===== config.mk =====
export PLATFORM = sky130hd
export DESIGN_NAME = expr_emitter
export DESIGN_NICKNAME = d
export VERILOG_FILES = /design/src/rtl/expr_pkg.sv /design/src/rtl/expr_emit_fifo.sv /design/src/rtl/expr_emitter.sv
export SDC_FILE = /design/constraint.sdc
export NUM_CORES = 1
export LEC_CHECK = 0
export CAP_MARGIN = 20
export CORE_MARGIN = 5
export CORE_UTILIZATION = 51
export DETAILED_ROUTE_END_ITERATION = 12
export PLACE_DENSITY_LB_ADDON = 0.12
export SETUP_SLACK_MARGIN = 0.02
export SLEW_MARGIN = 20
export SYNTH_ARGS = -nofsm -noshare
export SYNTH_HDL_FRONTEND = slang
export SYNTH_SLANG_ARGS = --single-unit

===== constraint.sdc =====
create_clock -name clk -period 3.5 [get_ports clk]
set_clock_uncertainty 0.05 [all_clocks]
set_input_delay 0.7 -clock clk [delete_from_list [all_inputs] [get_ports clk]]
set_output_delay 0.7 -clock clk [all_outputs]
set_load 0.02 [all_outputs]

===== src/rtl/expr_pkg.sv =====
`default_nettype none
// +-----------------------------------------------------------------------+
// | expr_pkg: shared constants for the expression-stream token emitter    |
// | Rev 1.0 - initial release                                             |
// +-----------------------------------------------------------------------+
package expr_pkg;

   localparam logic [7:0] CH_0    = 8'h30;
   localparam logic [7:0] CH_PLUS = 8'h2B;
   localparam logic [7:0] CH_MUL  = 8'h2A;
   localparam logic [7:0] CH_EQ   = 8'h3D;

   localparam logic TK_DIG = 1'b0;
   localparam logic TK_OP  = 1'b1;

   localparam int          ST_W       = 2;
   localparam logic [ST_W-1:0] ST_EXP_DIG = 2'd0;
   localparam logic [ST_W-1:0] ST_EXP_OP  = 2'd1;
   localparam logic [ST_W-1:0] ST_ERR     = 2'd2;
   localparam logic [ST_W-1:0] ST_TERM    = 2'd3;

   function automatic logic [7:0] op_char(input logic code);
      return code ? CH_MUL : CH_PLUS;
   endfunction

endpackage
`default_nettype wire


===== src/rtl/expr_emit_fifo.sv =====
`default_nettype none
// +-----------------------------------------------------------------------+
// | expr_emit_fifo: byte FIFO whose head is held in a register (dout)     |
// | Rev 1.0 - initial release                                             |
// +-----------------------------------------------------------------------+
module expr_emit_fifo #(
   parameter int DEPTH = 4
) (
   input  logic       clk,
   input  logic       clr_n,
   input  logic       push,
   input  logic [7:0] push_data,
   input  logic       pop,
   output logic       full,
   output logic       empty,
   output logic [7:0] dout
);

   localparam int AW = $clog2(DEPTH);
   localparam int CW = AW + 1;
   localparam logic [CW-1:0] FULL_CNT = CW'(DEPTH);

   logic [7:0]    mem_q [DEPTH];
   logic [7:0]    mem_d [DEPTH];
   logic [AW-1:0] wr_ptr_q, wr_ptr_d;
   logic [AW-1:0] rd_ptr_q, rd_ptr_d;
   logic [CW-1:0] count_q, count_d;
   logic [7:0]    dout_q, dout_d;
   logic          do_push, do_pop;

   assign full    = (count_q == FULL_CNT);
   assign empty   = (count_q == '0);
   assign do_push = push && !full;
   assign do_pop  = pop && !empty;
   assign dout    = dout_q;

   always_comb begin
      mem_d    = mem_q;
      wr_ptr_d = wr_ptr_q;
      rd_ptr_d = rd_ptr_q;
      count_d  = count_q;
      if (do_push) begin
         mem_d[wr_ptr_q] = push_data;
         wr_ptr_d        = wr_ptr_q + 1'b1;
      end
      if (do_pop) begin
         rd_ptr_d = rd_ptr_q + 1'b1;
      end
      case ({do_push, do_pop})
         2'b10:   count_d = count_q + 1'b1;
         2'b01:   count_d = count_q - 1'b1;
         default: count_d = count_q;
      endcase
      // Head register tracks the next-cycle head so a pushed byte is visible one edge later.
      dout_d = (count_d != '0) ? mem_d[rd_ptr_d] : dout_q;
   end

   always_ff @(posedge clk) begin
      mem_q <= mem_d;
   end

   always_ff @(posedge clk or negedge clr_n) begin
      if (!clr_n) begin
         wr_ptr_q <= '0;
         rd_ptr_q <= '0;
         count_q  <= '0;
         dout_q   <= '0;
      end else begin
         wr_ptr_q <= wr_ptr_d;
         rd_ptr_q <= rd_ptr_d;
         count_q  <= count_d;
         dout_q   <= dout_d;
      end
   end

endmodule
`default_nettype wire


===== src/rtl/expr_emitter.sv =====
`default_nettype none
// +-----------------------------------------------------------------------+
// | expr_emitter: grammar-checking token-to-ASCII serializer with FIFO    |
// | Optional '=' terminator after each expression: EXPR_EMITTER_TERM_EN   |
// | Rev 1.0 - initial release                                             |
// +-----------------------------------------------------------------------+
module expr_emitter
   import expr_pkg::*;
#(
   parameter int FIFO_DEPTH = 4
) (
   input  logic       clk,
   input  logic       clr_n,
   input  logic       tok_valid,
   output logic       tok_ready,
   input  logic       tok_kind,
   input  logic [3:0] tok_val,
   input  logic       tok_last,
   output logic [7:0] out_data,
   output logic       out_valid,
   input  logic       out_ready,
   output logic       expr_done,
   output logic       err
);

`ifdef EXPR_EMITTER_TERM_EN
   localparam logic [ST_W-1:0] ST_AFTER_LAST = ST_TERM;
`else
   localparam logic [ST_W-1:0] ST_AFTER_LAST = ST_EXP_DIG;
`endif

   logic [ST_W-1:0] state_q, state_d;
   logic            err_q, err_d;
   logic            done_q, done_d;

   logic       fifo_full, fifo_empty;
   logic       push, pop;
   logic [7:0] push_data;
   logic       accept, digit_ok, op_ok;

   // Gated by clr_n so the source sees no ready while reset is held.
   assign tok_ready = clr_n && !fifo_full && (state_q != ST_TERM);
   assign accept    = tok_valid && tok_ready;
   assign digit_ok  = (tok_kind == TK_DIG) && (tok_val <= 4'd9);
   assign op_ok     = (tok_kind == TK_OP) && (tok_val <= 4'd1);
   assign out_valid = !fifo_empty;
   assign pop       = out_valid && out_ready;
   assign expr_done = done_q;
   assign err       = err_q;

   always_ff @(posedge clk or negedge clr_n) begin
      if (!clr_n) begin
         state_q <= ST_EXP_DIG;
         err_q   <= 1'b0;
         done_q  <= 1'b0;
      end else begin
         state_q <= state_d;
         err_q   <= err_d;
         done_q  <= done_d;
      end
   end

   always_comb begin
      state_d = state_q;
      case (state_q)
         ST_EXP_DIG: begin
            if (accept) begin
               if (digit_ok) state_d = tok_last ? ST_AFTER_LAST : ST_EXP_OP;
               else          state_d = tok_last ? ST_EXP_DIG : ST_ERR;
            end
         end
         ST_EXP_OP: begin
            if (accept) begin
               if (op_ok) state_d = ST_EXP_DIG;
               else       state_d = tok_last ? ST_EXP_DIG : ST_ERR;
            end
         end
         ST_ERR: begin
            if (accept && tok_last) state_d = ST_EXP_DIG;
         end
`ifdef EXPR_EMITTER_TERM_EN
         ST_TERM: begin
            if (!fifo_full) state_d = ST_EXP_DIG;
         end
`endif
         default: state_d = ST_EXP_DIG;
      endcase
   end

   always_comb begin
      push      = 1'b0;
      push_data = 8'h00;
      err_d     = 1'b0;
      done_d    = 1'b0;
      case (state_q)
         ST_EXP_DIG: begin
            if (accept) begin
               if (digit_ok) begin
                  push      = 1'b1;
                  push_data = CH_0 + {4'd0, tok_val};
`ifndef EXPR_EMITTER_TERM_EN
                  done_d    = tok_last;
`endif
               end else begin
                  err_d = 1'b1;
               end
            end
         end
         ST_EXP_OP: begin
            if (accept) begin
               if (op_ok) begin
                  // A trailing operator is still emitted but flags the expression as broken.
                  push      = 1'b1;
                  push_data = op_char(tok_val[0]);
                  err_d     = tok_last;
               end else begin
                  err_d = 1'b1;
               end
            end
         end
`ifdef EXPR_EMITTER_TERM_EN
         ST_TERM: begin
            if (!fifo_full) begin
               push      = 1'b1;
               push_data = CH_EQ;
               done_d    = 1'b1;
            end
         end
`endif
         default: ;
      endcase
   end

   expr_emit_fifo #(
      .DEPTH (FIFO_DEPTH)
   ) u_fifo (
      .clk       (clk),
      .clr_n     (clr_n),
      .push      (push),
      .push_data (push_data),
      .pop       (pop),
      .full      (fifo_full),
      .empty     (fifo_empty),
      .dout      (out_data)
   );

endmodule
`default_nettype wire


# Word level (Yosys, flattened, before mapping)
# Index checks and enable logic that the tools add are counted.
# totals
reg_bits	51
in_bits	10
out_inout_bits	12
wordCells	85
# classes
addsub	5
magnitude_cmp	5
n_eq_ne	9
mux	36
bitwise_logic	3
reduce_logical	16
# op_table
op	count
32-bit bitwise mux	1
32-bit two-way mux	1
8-bit two-way mux	3
8-bit binary-select mux with 2-bit select	1
8-bit demux with 2-bit select	1
2-bit two-way mux	7
7-bit two-way mux	2
7-bit case mux with 2 select lines	1
1-bit two-way mux	13
6-bit two-way mux	2
1-bit logical AND	10
2-bit inequality test (second input constant)	4
6-bit by 4-bit adder with 7-bit output (first input constant)	1
3-bit >= comparator (second input constant)	2
2-bit NOT with 3-bit output	2
2-bit case mux with 3 select lines	1
3-bit case mux with 2 select lines	1
2-bit by 1-bit adder with 2-bit output (second input constant)	2
2-bit by 1-bit equality test with 1-bit output (second input constant)	2
2-bit equality test (second input constant)	2
4-bit by 1-bit less-or-equal comparator with 1-bit output (second input constant)	1
4-bit less-or-equal comparator (second input constant)	1
1-bit case mux with 2 select lines	2
3-bit by 1-bit adder with 3-bit output (second input constant)	1
9 further kinds	10

# Depth between registers and ports, before layout
# depth
ltp_word	12
ltp_mapped	16
ltp_nobuf	13

# Modules after synthesis
# A second synthesis with hierarchy kept.
# hier_totals
cells_unflattened	230
hier_area_um2	2532.4
# modules_own_cells
module	n_inst	cells_per_inst	area_each_um2	seq_area_each_um2
expr_emit_fifo	1	186	2174.6	1016.0
expr_emitter	1	44	357.8	100.1

# Worst setup path after synthesis
# OpenSTA, ideal clock, no wires.
# synth_path
path_kind	input-to-reg
from	in tok_kind
to	reg u_fifo.dout_q[4], in the netlist u_fifo.dout[4]
setup_ps	126
t_arrival_ps	3361
t_required_ps	3324
setup_slack_ps	-37
cell_stages	15
path_buffers	2
path_cell_list	nor4b_4 and2_1 buf_6 o21a_1 inv_1 ha_1 inv_1 fa_1 xor2_1 o21a_1 or2_2 nand2b_1 clkbuf_1 o211a_1 a221o_1
# synth_via
word_cells_on_any_way	21
classes_between	eq/ne: 2; mux: 14; bitwise: 1; reduce/logical: 4
# synth_lines
item	line	text
start: declaration	expr_emitter.sv:16	input logic tok_kind,
1-bit NOT	expr_emitter.sv:44	assign digit_ok = (tok_kind == TK_DIG) && (tok_val <= 4'd9);
1-bit logical AND	expr_emitter.sv:44	
1-bit two-way mux	expr_emitter.sv:98	if (digit_ok) begin
1-bit two-way mux	expr_emitter.sv:97	if (accept) begin
1-bit case mux with 2 select lines *	expr_emitter.sv:95	case (state_q)
1-bit logical AND *	expr_emit_fifo.sv:33	assign do_push = push && !full;
2-bit by 1-bit equality test with 1-bit output or 2-bit equality test (tied branches)	expr_emit_fifo.sv:49	case ({do_push, do_pop})
3-bit case mux with 2 select lines *	expr_emit_fifo.sv:49	
named net u_fifo.count_d[2]	expr_emit_fifo.sv:27	logic [CW-1:0] count_q, count_d;
3-bit nonzero test *	expr_emit_fifo.sv:55	dout_d = (count_d != '0) ? mem_d[rd_ptr_d] : dout_q;
end signal: assignment	expr_emit_fifo.sv:72	dout_q <= dout_d;
end: declaration	expr_emit_fifo.sv:28	logic [7:0] dout_q, dout_d;
# The timed path passes the listed nets; every way through them passes the cells marked *. The select of a mux whose other input is x is not followed.
# A chain may end at the register's enable or synchronous reset.

# Final worst setup path
# layout_path
from	in tok_kind
to	reg u_fifo.dout_q[4], in the netlist u_fifo.dout[4]
# layout_via
elab_chain_len	10
word_cells_on_any_way	21
classes_between	eq/ne: 2; mux: 14; bitwise: 1; reduce/logical: 4
# layout_lines
item	line	text
1-bit NOT	expr_emitter.sv:44	
1-bit logical AND	expr_emitter.sv:44	
7-bit two-way mux or 1-bit two-way mux (tied branches)	expr_emitter.sv:98	
7-bit two-way mux or 1-bit two-way mux (tied branches)	expr_emitter.sv:97	
7-bit case mux with 2 select lines or 1-bit case mux with 2 select lines (tied branches)	expr_emitter.sv:95	
32-bit bitwise mux or 1-bit logical AND (tied branches)	expr_emit_fifo.sv:43, expr_emit_fifo.sv:33	
32-bit two-way mux	expr_emit_fifo.sv:42	if (do_push) begin
8-bit binary-select mux with 2-bit select	expr_emit_fifo.sv:55	
8-bit two-way mux (implied by the code) (2 in a row)	expr_emit_fifo.sv:55	
# Several ways; a longest one is shown, not always the timed one. The select of a mux whose other input is x is not followed.

==> out/qor.yml <==
sta:
  rsz0062_at_grt: "false"
  finalWorstPathRequiredPeriod_ns: 3.34
  max_freq_mhz: 300
  relSlewSlack_pct: 74.2
  hold_violations: 0
  drv_slew: 0
  fin_setup_tns_ns: 0
  worst_slew_pin_slew_ns: 0.385
  post-route-period-util_pct: 95.3
  setup_violations: 0
global_route:
  grt_pass1_wl_mm: 8.93
  grt_use_total_pct: 18.6
  grt_pass1_vias: 1836
  grt-ovfl-total: 0
  grt_antenna_before_repair: 0
  grt_max_degree: 23
floorplanning:
  die_h_um: 78.9
  row_count: 25
  core-area_mm2: 0.00466
  die_x_um: 78.9
  start_util_pct: 52.0
  pin_count: 22
  die-area_mm2: 0.00623
cells_and_area:
  layout.nets: 296
  drive_above_1_share_pct: 23.5
  postLayoutCellArea_mm2: 0.00300
  final_cells: 335
  layout_common_cells: "dfxtp_1 (32), buf_4 (28), nand2_1 (22), dfrtp_1 (19), clkdlybuf4s50_1 (18)"
  syn_to_final_growth_pct: 23.7
  final_common_cell: "dfxtp_1"
  n_antenna_cell: 0
power_and_ir_drop:
  swShare_pct: 36.8
  power_density_mw_per_mm2: 792
  leakage_nw: 1.36
  power.internal_w: 0.00150
  p_clk_share_pct: 17.1
  peakVddDrop_uv: 432
  p_comb_share_pct: 46.8
  power_switching_w: 0.000873
  seq_power_share_pct: 36.1
yosys:
  synth.avg_cell_area_um2: 10.4
  syn_area_mm2: 0.00242
  synth_top_area_share_pct: 26.4
  synthTopCellsByArea: "dfxtp_1 (26%), dfrtp_1 (20%), mux2_2 (4.2%)"
  synth-edff-count: 0
  synth_area_leader_cell: "dfxtp_1"
  syn_inst: 232
  ys_warn_count: 0
  synth_cell_types: 53
  ys_ff_latch: 51
  synth.yosys.seq_area_share_pct: 46.1
  synth_ff_type: "dfxtp_1"
  async_reset_ff_share_pct: 37.3
  syn_nets: 248
hold_path:
  hold_class: "reg -> reg"
drt:
  vias_per_cell: 5.41
  dr.pass1.iters: 4
  dr_wl_met2_mm: 2.53
  num_vias: 1814
  highest_layer: "met4"
  routed_wl_mm: 5.19
  wl_met3_um: 188
  drc: 0
  ant_nets: 0
  wl_met1_mm: 2.42
  drt_iter0_drc: 106
  wire_per_inst_um: 15.5
setup_path:
  crit_slowest_cell: "clkdlybuf4s50_1"
  cpMostUsedCell: "inv_1"
  worst_setup_path_end_kind: "register"
  critPathRequiredTime_ns: 3.64
  cp_max_fo: 6
  path_class: "in -> reg"
  crit_chain: "clkdlybuf4s50_1 -> nor4b_4 -> and2_4 -> o21a_4 -> inv_1 -> ha_2 -> inv_1 -> fa_2 -> nor2b_1 -> a22o_1 -> nor3b_1 -> buf_4 -> a221o_1"
  critPathLaunchType: "input port"
  cp_slowest_stage_delay_ns: 0.49
  arrival_ns: 3.48
clock_network:
  h-tree-depth: 2
  cts_sinks: 51
  worstSkewPairLatency_ns: 0.30
  clk_pin_slew_worst_paths_ns: 0.10
  cts_inserted_buffers: 5
  root_buffer: "clkbuf_8"
  clk_path_buf_depth: 2
  cts_tree: "yes"
place:
  placed_area_mm2: 0.00286
  portBuffers: 21
  place_congestion: 0.774
  place_inst: 326
  hpwl_mm: 3.84
job:
  drv_cap: 0
status:
  run_status: "finished clean"
-- power by group through the flow --
stage	registers (W)	clock network, W	logic, W
after global placement	0.000865	0	0.00108
after floorplan	0.000889	0	0.000695
final	0.000856	0.000407	0.00111
after detailed placement	0.000869	0	0.00109
after global routing	0.000880	0.000452	0.00124
after CTS	0.000856	0.000417	0.00111
-- layer usage --
| metal | global-route usage, % | up-vias |
|---|---|---|
| met3 | 3.85 | 5 |
| met5 | 0 | - |
| met1 | 24.9 | 865 |
| met4 | 5.33 | 0 |
| li1 | - | 920 |
| met2 | 30.6 | 24 |
-- what timing repair did --
item                       4_1_cts  5_1_grt
hold buffers                     0        0
buffers inserted                 0        1
gates resized for setup          5        3
setup endpoints to repair        4        3
cloned                           0        0
pin swaps                        0        2
-- metrics by stage --
stage	hold slack, ns	power, W	utilization, %	worst slack [ns]
3_5_place_dp	0.370	0.00196	61.4	-0.419
3_3_place_gp	0.366	0.00194	61.4	-0.367
2_1_floorplan	0.354	0.00158	-	0.0310
5_1_grt	0.429	0.00257	64.3	0.0367
6_report	0.396	0.00237	64.3	0.164
4_1_cts	0.397	0.00238	64.0	0.0837
-- registers in the layout, indices dropped and copies added (netlist names) --
signal           cells
u_fifo.mem_q        32
state_q              2
u_fifo.wr_ptr_q      2
expr_done            1
u_fifo.dout          8
err                  1
u_fifo.rd_ptr_q      2
u_fifo.count_q       3
-- cells in the mapped netlist (all sizes together) (5+ instances only) --
master and instances:
o21ai 9, dfxtp 32, dfrtp 19, mux2 14, nor3 6, inv 12
a21oi 7, ha 5, nand2 22, and3 5, and2 10, nor2 14
nand2b 6
-- critical path, delay by kind of cell --
kind	cells	cell delay (ns)
AND/OR/NAND/NOR	4	0.74
buffers and inverters	4	0.76
AO/OA/AOI/OAI	3	0.69
adder cells (fa/ha/maj)	2	0.58
-- logic make-up (layout without fill, tap and decap cells) --
group           count (synthesis)  count (layout)  synth area share (%)
simple gates                   79              79                  18.0
flops                          51              51                  46.1
compound gates                 50              50                  16.0
buf+inv                        21              70                  3.97
mux                            20              20                  10.8
fa+ha+maj                       6               6                  3.41
xor+xnor                        5               5                  1.81
-- final timing paths --
path | cells after the start | to | from | slack [ns]
worst max-delay path | 13 | u_fifo.dout[4] | tok_kind | 0.16
worst min-delay path | 1 | u_fifo.mem_q[5] | u_fifo.mem_q[5] | 0.40
worst max register to register | 13 | u_fifo.dout[4] | state_q[0] | 0.49
worst min register to register | 1 | u_fifo.mem_q[5] | u_fifo.mem_q[5] | 0.40
max in group asynchronous | 2 | u_fifo.count_q[0] | clr_n | 2.41
min in group asynchronous | 2 | u_fifo.rd_ptr_q[0] | clr_n | 0.76
-- area by class of cell --
cell class	count	area [um^2]
multi-input cells	160	1230
fillers	394	1660
clock buffers	7	108
well taps	54	67.6
repair buffers	49	417
clock inverters	1	8.76
inverters	13	48.8
flip-flops and latches	51	1120
Power figures use the tool's default switching activity.
